<file path="config.mk">
export PLATFORM = sky130hd
export DESIGN_NAME = codec_init_sequencer
export DESIGN_NICKNAME = d
export VERILOG_FILES = /design/src/rtl/codec_init_sequencer.sv
export SDC_FILE = /design/constraint.sdc
export NUM_CORES = 1
export LEC_CHECK = 0
export ABC_AREA = 1
export CORE_MARGIN = 2
export CORE_UTILIZATION = 55
export CTS_CLUSTER_DIAMETER = 50
export DETAILED_ROUTE_END_ITERATION = 12
export GPL_TIMING_DRIVEN = 0
export MAX_ROUTING_LAYER = met4
export PLACE_DENSITY = 0.89
export SYNTH_ARGS = -nofsm -noshare
export SYNTH_HDL_FRONTEND = slang
export SYNTH_SLANG_ARGS = --single-unit
</file>
<file path="constraint.sdc">
create_clock -name i_clk -period 3.4 [get_ports i_clk]
set_clock_uncertainty 0.05 [all_clocks]
set_input_delay 0.85 -clock i_clk [delete_from_list [all_inputs] [get_ports i_clk]]
set_output_delay 0.85 -clock i_clk [all_outputs]
set_load 0.01 [all_outputs]
</file>
<file path="src/rtl/codec_init_sequencer.sv">
// Boot-time codec register loader: walks a fixed table of 16-bit words and issues each
// word as two single-byte WRITE requests (high, then low) through the i2c_controller handshake.
module codec_init_sequencer #(
    parameter logic [6:0] PERIPH_ADDR    = 7'h1A,
    parameter int         N_WORDS        = 8,
    parameter int         GAP_CYCLES     = 16,
    parameter int         TIMEOUT_CYCLES = 4096,
    parameter int         IDX_W          = 4
) (
    input  logic             i_clk,
    input  logic             i_reset,
    input  logic             i_start,
    input  logic             i_ctrl_ready,
    output logic             o_ctrl_enable,
    output logic             o_ctrl_mode,
    output logic [6:0]       o_ctrl_periph_addr,
    output logic [7:0]       o_ctrl_transmit_byte,
    output logic             o_busy,
    output logic             o_done,
    output logic             o_error,
    output logic [IDX_W-1:0] o_word_index
);

    localparam int CNT_MAX = (TIMEOUT_CYCLES > GAP_CYCLES) ? TIMEOUT_CYCLES : GAP_CYCLES;
    localparam int CNT_W   = $clog2(CNT_MAX + 1);
    localparam logic [CNT_W-1:0] LP_TO_LAST  = CNT_W'(TIMEOUT_CYCLES - 1);
    localparam logic [CNT_W-1:0] LP_GAP_LAST = CNT_W'((GAP_CYCLES > 0) ? GAP_CYCLES - 1 : 0);
    localparam logic [IDX_W:0]   LP_N_WORDS  = (IDX_W+1)'(N_WORDS);

    typedef enum logic [2:0] {
        S_IDLE, S_WAIT_RDY, S_REQ, S_WAIT_ACC, S_WAIT_DONE, S_GAP, S_DONE, S_ERROR
    } state_t;

    state_t           r_state, w_state;
    logic             r_hb, w_hb;
    logic [CNT_W-1:0] r_cnt, w_cnt;
    logic             r_en, w_en;
    logic [7:0]       r_byte, w_byte;
    logic             r_busy, w_busy;
    logic             r_done, w_done;
    logic             r_error, w_error;
    logic [IDX_W-1:0] r_idx, w_idx;
    logic [IDX_W:0]   w_idx_p1;
    logic [15:0]      w_word;
    logic             w_timeout;
    logic             w_advance;

    always_comb begin
        w_word = 16'h0000;
        case (r_idx)
            IDX_W'(0): w_word = 16'h1E00;
            IDX_W'(1): w_word = 16'h0C00;
            IDX_W'(2): w_word = 16'h0812;
            IDX_W'(3): w_word = 16'h0A00;
            IDX_W'(4): w_word = 16'h0E02;
            IDX_W'(5): w_word = 16'h1000;
            IDX_W'(6): w_word = 16'h0500;
            IDX_W'(7): w_word = 16'h1201;
            default:   w_word = 16'h0000;
        endcase
    end

    always_comb begin
        w_state   = r_state;
        w_hb      = r_hb;
        w_en      = r_en;
        w_byte    = r_byte;
        w_busy    = r_busy;
        w_done    = r_done;
        w_error   = r_error;
        w_idx     = r_idx;
        w_advance = 1'b0;
        w_timeout = (r_cnt == LP_TO_LAST);
        w_idx_p1  = {1'b0, r_idx} + (IDX_W+1)'(1);

        case (r_state)
            S_IDLE, S_DONE, S_ERROR: begin
                if (i_start) begin
                    w_state = S_WAIT_RDY;
                    w_done  = 1'b0;
                    w_error = 1'b0;
                    w_idx   = '0;
                    w_hb    = 1'b1;
                    w_busy  = 1'b1;
                end
            end
            S_WAIT_RDY: begin
                // Byte only ever loads here, so it is settled before enable rises.
                w_byte = r_hb ? w_word[15:8] : w_word[7:0];
                if (i_ctrl_ready) begin
                    w_state = S_REQ;
                    w_en    = 1'b1;
                end else if (w_timeout) begin
                    w_state = S_ERROR;
                end
            end
            S_REQ: w_state = S_WAIT_ACC;
            S_WAIT_ACC: begin
                if (!i_ctrl_ready) begin
                    w_en    = 1'b0;
                    w_state = S_WAIT_DONE;
                end else if (w_timeout) begin
                    w_state = S_ERROR;
                end
            end
            S_WAIT_DONE: begin
                if (i_ctrl_ready) begin
                    if (r_hb) begin
                        w_hb    = 1'b0;
                        w_state = S_WAIT_RDY;
                    end else if (GAP_CYCLES == 0) begin
                        w_advance = 1'b1;
                    end else begin
                        w_state = S_GAP;
                    end
                end else if (w_timeout) begin
                    w_state = S_ERROR;
                end
            end
            S_GAP: begin
                if (r_cnt == LP_GAP_LAST) w_advance = 1'b1;
            end
            default: w_state = S_IDLE;
        endcase

        if (w_advance) begin
            w_idx = w_idx_p1[IDX_W-1:0];
            if (w_idx_p1 == LP_N_WORDS) begin
                w_state = S_DONE;
                w_done  = 1'b1;
                w_busy  = 1'b0;
            end else begin
                w_hb    = 1'b1;
                w_state = S_WAIT_RDY;
            end
        end

        if ((w_state == S_ERROR) && (r_state != S_ERROR)) begin
            w_en    = 1'b0;
            w_error = 1'b1;
            w_busy  = 1'b0;
        end

        // Per-state dwell counter; restarts on every state change.
        if ((w_state != r_state) || (r_state == S_IDLE) || (r_state == S_DONE) ||
            (r_state == S_ERROR))
            w_cnt = '0;
        else
            w_cnt = r_cnt + CNT_W'(1);
    end

    always_ff @(posedge i_clk) begin
        if (i_reset) begin
            r_state <= S_IDLE;
            r_hb    <= 1'b1;
            r_cnt   <= '0;
            r_en    <= 1'b0;
            r_byte  <= 8'h00;
            r_busy  <= 1'b0;
            r_done  <= 1'b0;
            r_error <= 1'b0;
            r_idx   <= '0;
        end else begin
            r_state <= w_state;
            r_hb    <= w_hb;
            r_cnt   <= w_cnt;
            r_en    <= w_en;
            r_byte  <= w_byte;
            r_busy  <= w_busy;
            r_done  <= w_done;
            r_error <= w_error;
            r_idx   <= w_idx;
        end
    end

    assign o_ctrl_enable        = r_en;
    assign o_ctrl_mode          = 1'b1;
    assign o_ctrl_periph_addr   = PERIPH_ADDR;
    assign o_ctrl_transmit_byte = r_byte;
    assign o_busy               = r_busy;
    assign o_done               = r_done;
    assign o_error              = r_error;
    assign o_word_index         = r_idx;

endmodule
</file>
Word-level counts from Yosys, hierarchy flattened
Memory sizes are Yosys's and may differ from the RTL's. A register that Yosys moved wholly into a read port is not among the register bits.
Index checks and enable logic that the tools add are counted.
Cells by class
  reduce and logical (&&, ||, !) cells: 16
  $add $sub $neg: 2
  eq/ne operators: 15
  mux-type cells: 37
Operator list (number)
  $mux 3: 10
  $mux 1: 19
  $mux 16: 1
  $eq 3x3->1 const B: 5
  $pmux 3 s5: 1
  $add 13x1->13 const B: 1
  $eq 13x12->1 const B: 1
  $eq 13x4->1 const B: 1
  $mux 4: 3
  $reduce_bool 2->1: 5
  $mux 8: 1
  $eq 3x2->1 const B: 2
  $add 4x1->5 const B: 1
  $eq 5x4->1 const B: 1
  $ne 2x2->1 const B: 2
  $pmux 1 s2: 2
  $reduce_and 2->1: 2
  $reduce_or 2->1: 2
  $eq 3x1->1 const B: 1
  $logic_not 3->1: 1
  $logic_or 1x1->1: 3
  $ne 3x3->1: 1
  $ne 3x3->1 const B: 1
  $reduce_and 3->1: 1
  other kinds (2): 2
Word-level totals
  input port bits: 4
  word-level logic and storage cells: 80
  flip-flop bits (word level): 33
  memory bits (read-only): 64
  memories: 1
Memory list
  (name not given): depth 8, width 8, read ports 1, clocked after memory_dff 1, write ports 0, line 50  | case (r_idx)

Longest topological paths before layout
Gate-level depths: netlist of run 1.
  depth in word-level cells: 10
  mapped depth: 14
  mapped depth without buffers: 14

Worst setup path after synthesis of run 1
OpenSTA, ideal clock, no wires.
  path type: input to register
  start: input i_ctrl_ready
  end: register r_cnt[12]
  library setup time: 0.073 ns
  arrival: 1.770 ns
  path slack: 1.507 ns
  buffers on the path: 1
  required time: 3.277 ns
  stages: 10
  cell sequence: inv_1 -> nand4_1 -> nand3_1 -> nand2_1 -> nand2_2 -> nand2_2 -> nand2_1 -> nand2_2 -> buf_6 -> nor3_2
On the way
  longest elaborated chain between the ends: 8
  elaborated cells on any way between the ends: 10
  those cells by class: 1 x eq/ne; 5 x mux; 4 x reduce/logical
Ends and longest elaborated chain
  start, declared: line 13  | input logic i_ctrl_ready,
  $mux 3, on equally long branches: line 107, 90, 99
  $pmux 3 s5 (*): line 76  | case (r_state)
  $mux 3 (*): line 126  | if (w_advance) begin
  $ne 3x3->1 (*): line 145  | if ((w_state != r_state) || (r_state == S_IDLE) || (r_state == S_DONE) ||
  $logic_or 1x1->1 (*) (3 in a row): line 145
  $reduce_or 2->1 (no line) (*)
  end signal, assigned: line 166  | r_cnt <= w_cnt;
  end, declared: line 36  | logic [CNT_W-1:0] r_cnt, w_cnt;
Every way passes the cells marked *; elsewhere a longest branch is shown, timed or not.
A chain may end at the register's enable or synchronous reset.

Worst setup path after layout of run 1
  start: input i_ctrl_ready
  end: register r_cnt[6]
Same word-level chain as after synthesis.

==> results_dict.tcl, run 1 <==
set metrics [dict create \
    end_kind "register" \
    cp-startpoint "i_ctrl_ready" \
    routedWlPerCell_um 12.0 \
    synth.yosys.warnings 0 \
    critPathLaunchType "input pin" \
    syn_to_final_growth_pct 17.1 \
    drive_gt1_share_pct 16.1 \
    final_cell_mix "64 x nand2_1, 38 x dfxtp_1, 35 x inv_1" \
    die_y_um 65.8 \
    nets 323 \
    endpoint "r_cnt[6]$_SDFF_PP0_" \
    hold_class "reg2reg" \
    htreeDepth 2 \
    postSynthCellCount 283 \
    utilization_pct 67.3 \
    diodes 0 \
    async_reset_ff_share_pct 0 \
    drtIter0Drc 187 \
    ys.flop_type "dfxtp_1" \
    syn_area_um2 2100 \
    critPathArrivalTime_ns 2.49 \
    synth_edf_count 0 \
    period_minus_slack_ns 2.33 \
    drc_errors 0 \
    ant_nets 0 \
    synth.distinct_cells 32 \
    chipWidth_um 65.8 \
    hpwl_um 3210 \
    final_common_cell "nand2_1" \
    initial_core_util_pct 57.5 \
    numCtsBuffers 5 \
    clkLatencyLatePin_ns 0.29 \
    cp_max_fo 10 \
    clkTransAtPathRegs_ns 0.07 \
    status "finished, final reports clean" \
    grt_pass1_vias 1688 \
    grt_pass1_wl_um 7430 \
    worst-endpoint-required_ns 3.57 \
    post-route-period-util_pct 68.4 \
    cts_sinks 38 \
    io_pins 28 \
    postCtsSetupBuffers 0 \
    peakVddDrop_mv 0.255 \
    viasPerCell 5.05 \
    rr_worst_depth 13 \
    ctsLongestPathBuffers 2 \
    synth_top_area_share_pct 36.2 \
    power_density_nw_per_um2 395 \
    core_um2 3660 \
    wirelength_um 4350 \
    grt_max_degree 12 \
    hold_viol_final 0 \
    route.vias.total 1839 \
    root_buffer "clkbuf_8" \
    finalMaxSlewViolations 0 \
    yosysSeqAreaShare_pct 36.2 \
    numPortBuffers 16 \
    fp.dieArea_um2 4330 \
    antenna_found_initial 0 \
    path_class "in2reg" \
    grt_setup_unrepaired "false" \
    avgSynthCellArea_um2 7.43 \
    drt_first_pass_iters 4 \
    reg2reg_from "r_cnt[0]$_SDFF_PP0_" \
    p_leak_uw 0.00107 \
    postCtsHoldBufs 0 \
    synth_seq_cells 38 \
    rows 22 \
    grt_overflow 0 \
    r2r_setup_slack_ns 1.34 \
    yosysTopAreaCell "dfxtp_1" \
    cts_resized 0 \
    fmax_mhz 430 \
    cts_tree "done" \
    fin_tns_setup_ns 0 \
    drv_cap 0 \
    grt_util_all_layers_pct 23.3 \
    place.gp.congestion 0.904 \
    synth.area.top_cells "dfxtp_1 36%, nand2_1 11%, inv_1 6.2%" \
    setup_viol 0 \
]
==> worst max-delay path, stage by stage <==
cell	delay (ns)
clkdlybuf4s50_1	0.45
inv_1	0.22
nand4_1	0.16
nand3_1	0.11
nand2_1	0.07
nand2_2	0.08
nand2_2	0.08
nand2_1	0.08
nand2_2	0.08
buf_6	0.16
nor3_2	0.18
==> worst min path at each step <==
stage	cells past startpoint	slack (ns)	endpoint	startpoint
2_1_floorplan	1	0.39	r_cnt[0]$_SDFF_PP0_	r_cnt[0]$_SDFF_PP0_
3_3_place_gp	1	0.41	r_cnt[0]$_SDFF_PP0_	r_cnt[0]$_SDFF_PP0_
3_5_place_dp	2	0.41	o_ctrl_transmit_byte[3]$_SDFFE_PP0P_	o_ctrl_transmit_byte[3]$_SDFFE_PP0P_
4_1_cts	2	0.42	o_ctrl_transmit_byte[3]$_SDFFE_PP0P_	o_ctrl_transmit_byte[3]$_SDFFE_PP0P_
5_1_grt	2	0.45	o_ctrl_transmit_byte[3]$_SDFFE_PP0P_	o_ctrl_transmit_byte[3]$_SDFFE_PP0P_
6_report	2	0.41	o_ctrl_transmit_byte[3]$_SDFFE_PP0P_	o_ctrl_transmit_byte[3]$_SDFFE_PP0P_
==> logic make-up after synthesis <==
logic type                 count (synthesis)  share of synthesized area, %
adders and majority gates                  4                          2.38
DFF                                       38                          36.2
AOI/OAI and AO/OA                         19                          4.94
and+or+nand+nor                          155                          39.2
buffers and inverters                     55                          12.8
other                                      2                         0.357
xor gates and xnor gates                  10                          4.16
==> power breakdown <==
part           total [µW]  switching (µW)  leakage, µW  internal (µW)
clock                 373             154    0.0000524            219
combinational         134            80.1     0.000708           54.3
sequential            465            9.00     0.000308            456
==> layer usage <==
metal / vias to the layer above / GRT usage, % / share of wire (%)
met4: 0 / 9.38 / 2.0
met5: - / - / 0
met3: 8 / 5.62 / 5.1
met2: 48 / 38.1 / 49
li1: 949 / - / -
met1: 834 / 27.7 / 43
==> cells in the mapped netlist (2+ instances only) <==
library cell / number
nand2_1: 64
dfxtp_1: 38
inv_1: 35
nand3_1: 23
nor2_1: 22
buf_4: 12
nor3_2: 10
a21oi_1: 9
nor3_1: 9
nand4_1: 8
xor2_1: 7
o21ai_0: 6
nand2_2: 5
ha_1: 4
clkbuf_1: 3
nand3_2: 3
nor2_4: 3
xnor2_1: 3
buf_6: 2
conb_1: 2
inv_2: 2
nand3_4: 2
nor2_2: 2
==> area by class of cell <==
cell class	count	area [µm²]
buffer	17	124
timing repair buffer	16	160
multi-input combinational	199	1110
inverter	38	145
clock buffer	7	76.3
clock inverter	1	30.0
tap	48	60.1
fill	314	1200
sequential	38	761
==> through the flow <==
step	worst slack (ns)	hold slack [ns]	total power, µW	instance area [µm²]	std cells
final	1.07	0.414	972	2460	364
after global routing	0.939	0.448	1010	2460	364
after CTS	1.10	0.418	979	2460	364
after detailed placement	0.785	0.407	608	2360	356
after global placement	0.853	0.406	604	2360	356
after floorplan	1.51	0.389	571	2140	292
Note: power is estimated with default switching activity, not from simulation.
==> inputs of run 2 (changes only) <==
--- a/config.mk
+++ b/config.mk
@@ -7,12 +7,12 @@
 export LEC_CHECK = 0
 export ABC_AREA = 1
 export CORE_MARGIN = 2
-export CORE_UTILIZATION = 55
+export CORE_UTILIZATION = 49
 export CTS_CLUSTER_DIAMETER = 50
 export DETAILED_ROUTE_END_ITERATION = 12
 export GPL_TIMING_DRIVEN = 0
 export MAX_ROUTING_LAYER = met4
-export PLACE_DENSITY = 0.89
+export PLACE_DENSITY = 0.84
 export SYNTH_ARGS = -nofsm -noshare
 export SYNTH_HDL_FRONTEND = slang
 export SYNTH_SLANG_ARGS = --single-unit
==> constraint.sdc (replaced) <==
create_clock -name i_clk -period 2.1 [get_ports i_clk]
set_clock_uncertainty 0.05 [all_clocks]
set_input_delay 0.525 -clock i_clk [delete_from_list [all_inputs] [get_ports i_clk]]
set_output_delay 0.525 -clock i_clk [all_outputs]
set_load 0.01 [all_outputs]
==> run 2 against run 1 <==
Against the previous run: utilization shrank 6.5 points; first-iteration DRC count is 30% lower; combinational power is 60% higher; highest routed layer unchanged; cell area grew 0.10%.
==> results_dict.tcl, run 2 (synthesis gave the netlist of run 1 again) <==
set metrics [dict create \
    ctsLongestPathBuffers 2 \
    fp.dieArea_um2 4830 \
    min_path_cells 1 \
    drc_errors 0 \
    root_buffer "clkbuf_8" \
    cts_sinks 38 \
    route.vias.total 1807 \
    grt_util_all_layers_pct 18.4 \
    status "finished, final reports clean" \
    rr_worst_depth 12 \
    final_cell_mix "63 x nand2_1, 37 x dfxtp_1, 34 x inv_1" \
    cp_max_fo 5 \
    pwr-share-seq_pct 50.4 \
    numPortBuffers 16 \
    dp_cells 358 \
    core_um2 4060 \
    postCtsSetupBuffers 0 \
    setup_viol 0 \
    clkLatencyLatePin_ns 0.29 \
    end_kind "register" \
    hpwl_um 3090 \
    chipWidth_um 69.5 \
    rows 23 \
    initial_core_util_pct 51.8 \
    hold_viol_final 0 \
    viasPerCell 4.94 \
    postCtsHoldBufs 0 \
    die_y_um 69.5 \
    worst-endpoint-required_ns 2.24 \
    grt_pass1_wl_um 7010 \
    drive_gt1_share_pct 18.0 \
    grt_max_degree 13 \
    post-route-period-util_pct 92.0 \
    routedWlPerCell_um 11.0 \
    syn_to_final_growth_pct 17.3 \
    cts_resized 0 \
    period_minus_slack_ns 1.93 \
    grt_overflow 0 \
    drv_cap 0 \
    drtIter0Drc 131 \
    path_class "reg2reg" \
    diodes 0 \
    power_density_nw_per_um2 605 \
    numCtsBuffers 5 \
    dpl_cell_area_um2 2360 \
    power.switching_uw 402 \
    critPathArrivalTime_ns 2.08 \
    p_leak_uw 0.00106 \
    total_power_uw 1490 \
    clkPwrFrac_pct 35.2 \
    antenna_found_initial 0 \
    reg2reg_from "r_cnt[0]$_SDFF_PP0_" \
    power_frac_comb_pct 14.4 \
    critPathLaunchType "register" \
    nets 323 \
    htreeDepth 2 \
    internal_power_uw 1090 \
    utilization_pct 60.8 \
    grt_setup_unrepaired "false" \
    cp-startpoint "r_cnt[0]$_SDFF_PP0_" \
    fmax_mhz 517 \
    final_common_cell "nand2_1" \
    swShare_pct 27.0 \
    ant_nets 0 \
    cts_tree "done" \
    hold_class "reg2reg" \
    peakVddDrop_mv 0.355 \
    min-delay-start "r_cnt[0]$_SDFF_PP0_" \
    io_pins 28 \
    clkTransAtPathRegs_ns 0.08 \
    fin_area_um2 2470 \
    drt_first_pass_iters 5 \
    finalMaxSlewViolations 0 \
    wirelength_um 4040 \
    grt_pass1_vias 1605 \
    stdcell_count 366 \
    place.gp.congestion 0.903 \
]
-- run 2: changes by cell type in the layout (fill, tap and decap cells not counted), sizes merged --
cell | before | now
clkbuf | 10 | 9
bufinv | 1 | 0
clkinv | 0 | 1
clkinvlp | 0 | 1
-- run 2: metrics by stage --
step | hold slack (ns) | TNS [ns] | worst slack (ns)
finish | 0.381 | 0 | 0.167
global route | 0.400 | 0 | 0.0133
CTS | 0.419 | 0 | 0.0624
detailed placement | 0.407 | -1.37 | -0.165
global placement | 0.404 | -1.17 | -0.118
floorplan | 0.389 | 0 | 0.243
-- run 2: cell type report --
| cell class | count | area (µm²) |
|---|---|---|
| Buffer | 17 | 124 |
| Clock buffer | 6 | 82.6 |
| Clock inverter | 2 | 12.5 |
| Fill cell | 369 | 1590 |
| Inverter | 38 | 145 |
| Multi-Input combinational cell | 199 | 1120 |
| Sequential cell | 38 | 762 |
| Tap cell | 50 | 62.6 |
| Timing Repair Buffer | 16 | 160 |
-- run 2: critical path, stage by stage, from the launching register on --
cell and delay, ns:
dfxtp_2 0.35, ha_2 0.22, nand3_4 0.13, nor2_4 0.13
inv_1 0.07, nor2_2 0.12, nand2_1 0.07, inv_1 0.07
nor2_1 0.04, nor2_1 0.08, nand2_1 0.11, ha_1 0.30
clkbuf_1 0.09
-- run 2: power by group through the flow --
| stage | logic, µW | registers (µW) | clock network, µW |
|---|---|---|---|
| 2_1_floorplan | 153 | 772 | 0 |
| 3_3_place_gp | 211 | 768 | 0 |
| 3_5_place_dp | 214 | 768 | 0 |
| 4_1_cts | 215 | 751 | 534 |
| 5_1_grt | 238 | 754 | 570 |
| 6_report | 215 | 751 | 526 |
-- run 2: worst paths after layout --
| kind | to | slack [ns] |
|---|---|---|
| min reg2reg | r_cnt[0]$_SDFF_PP0_ | 0.38 |
| max reg2reg | register | 0.17 |
| min | r_cnt[0]$_SDFF_PP0_ | 0.38 |
| max | register | 0.17 |
-- run 2: routing by layer --
layer / up-vias / track usage (%) / wire [µm]
met4: 0 / 7.63 / 89
li1: 944 / - / -
met3: 9 / 3.63 / 190
met5: - / - / 0
met2: 39 / 29.3 / 1830
met1: 815 / 22.8 / 1930
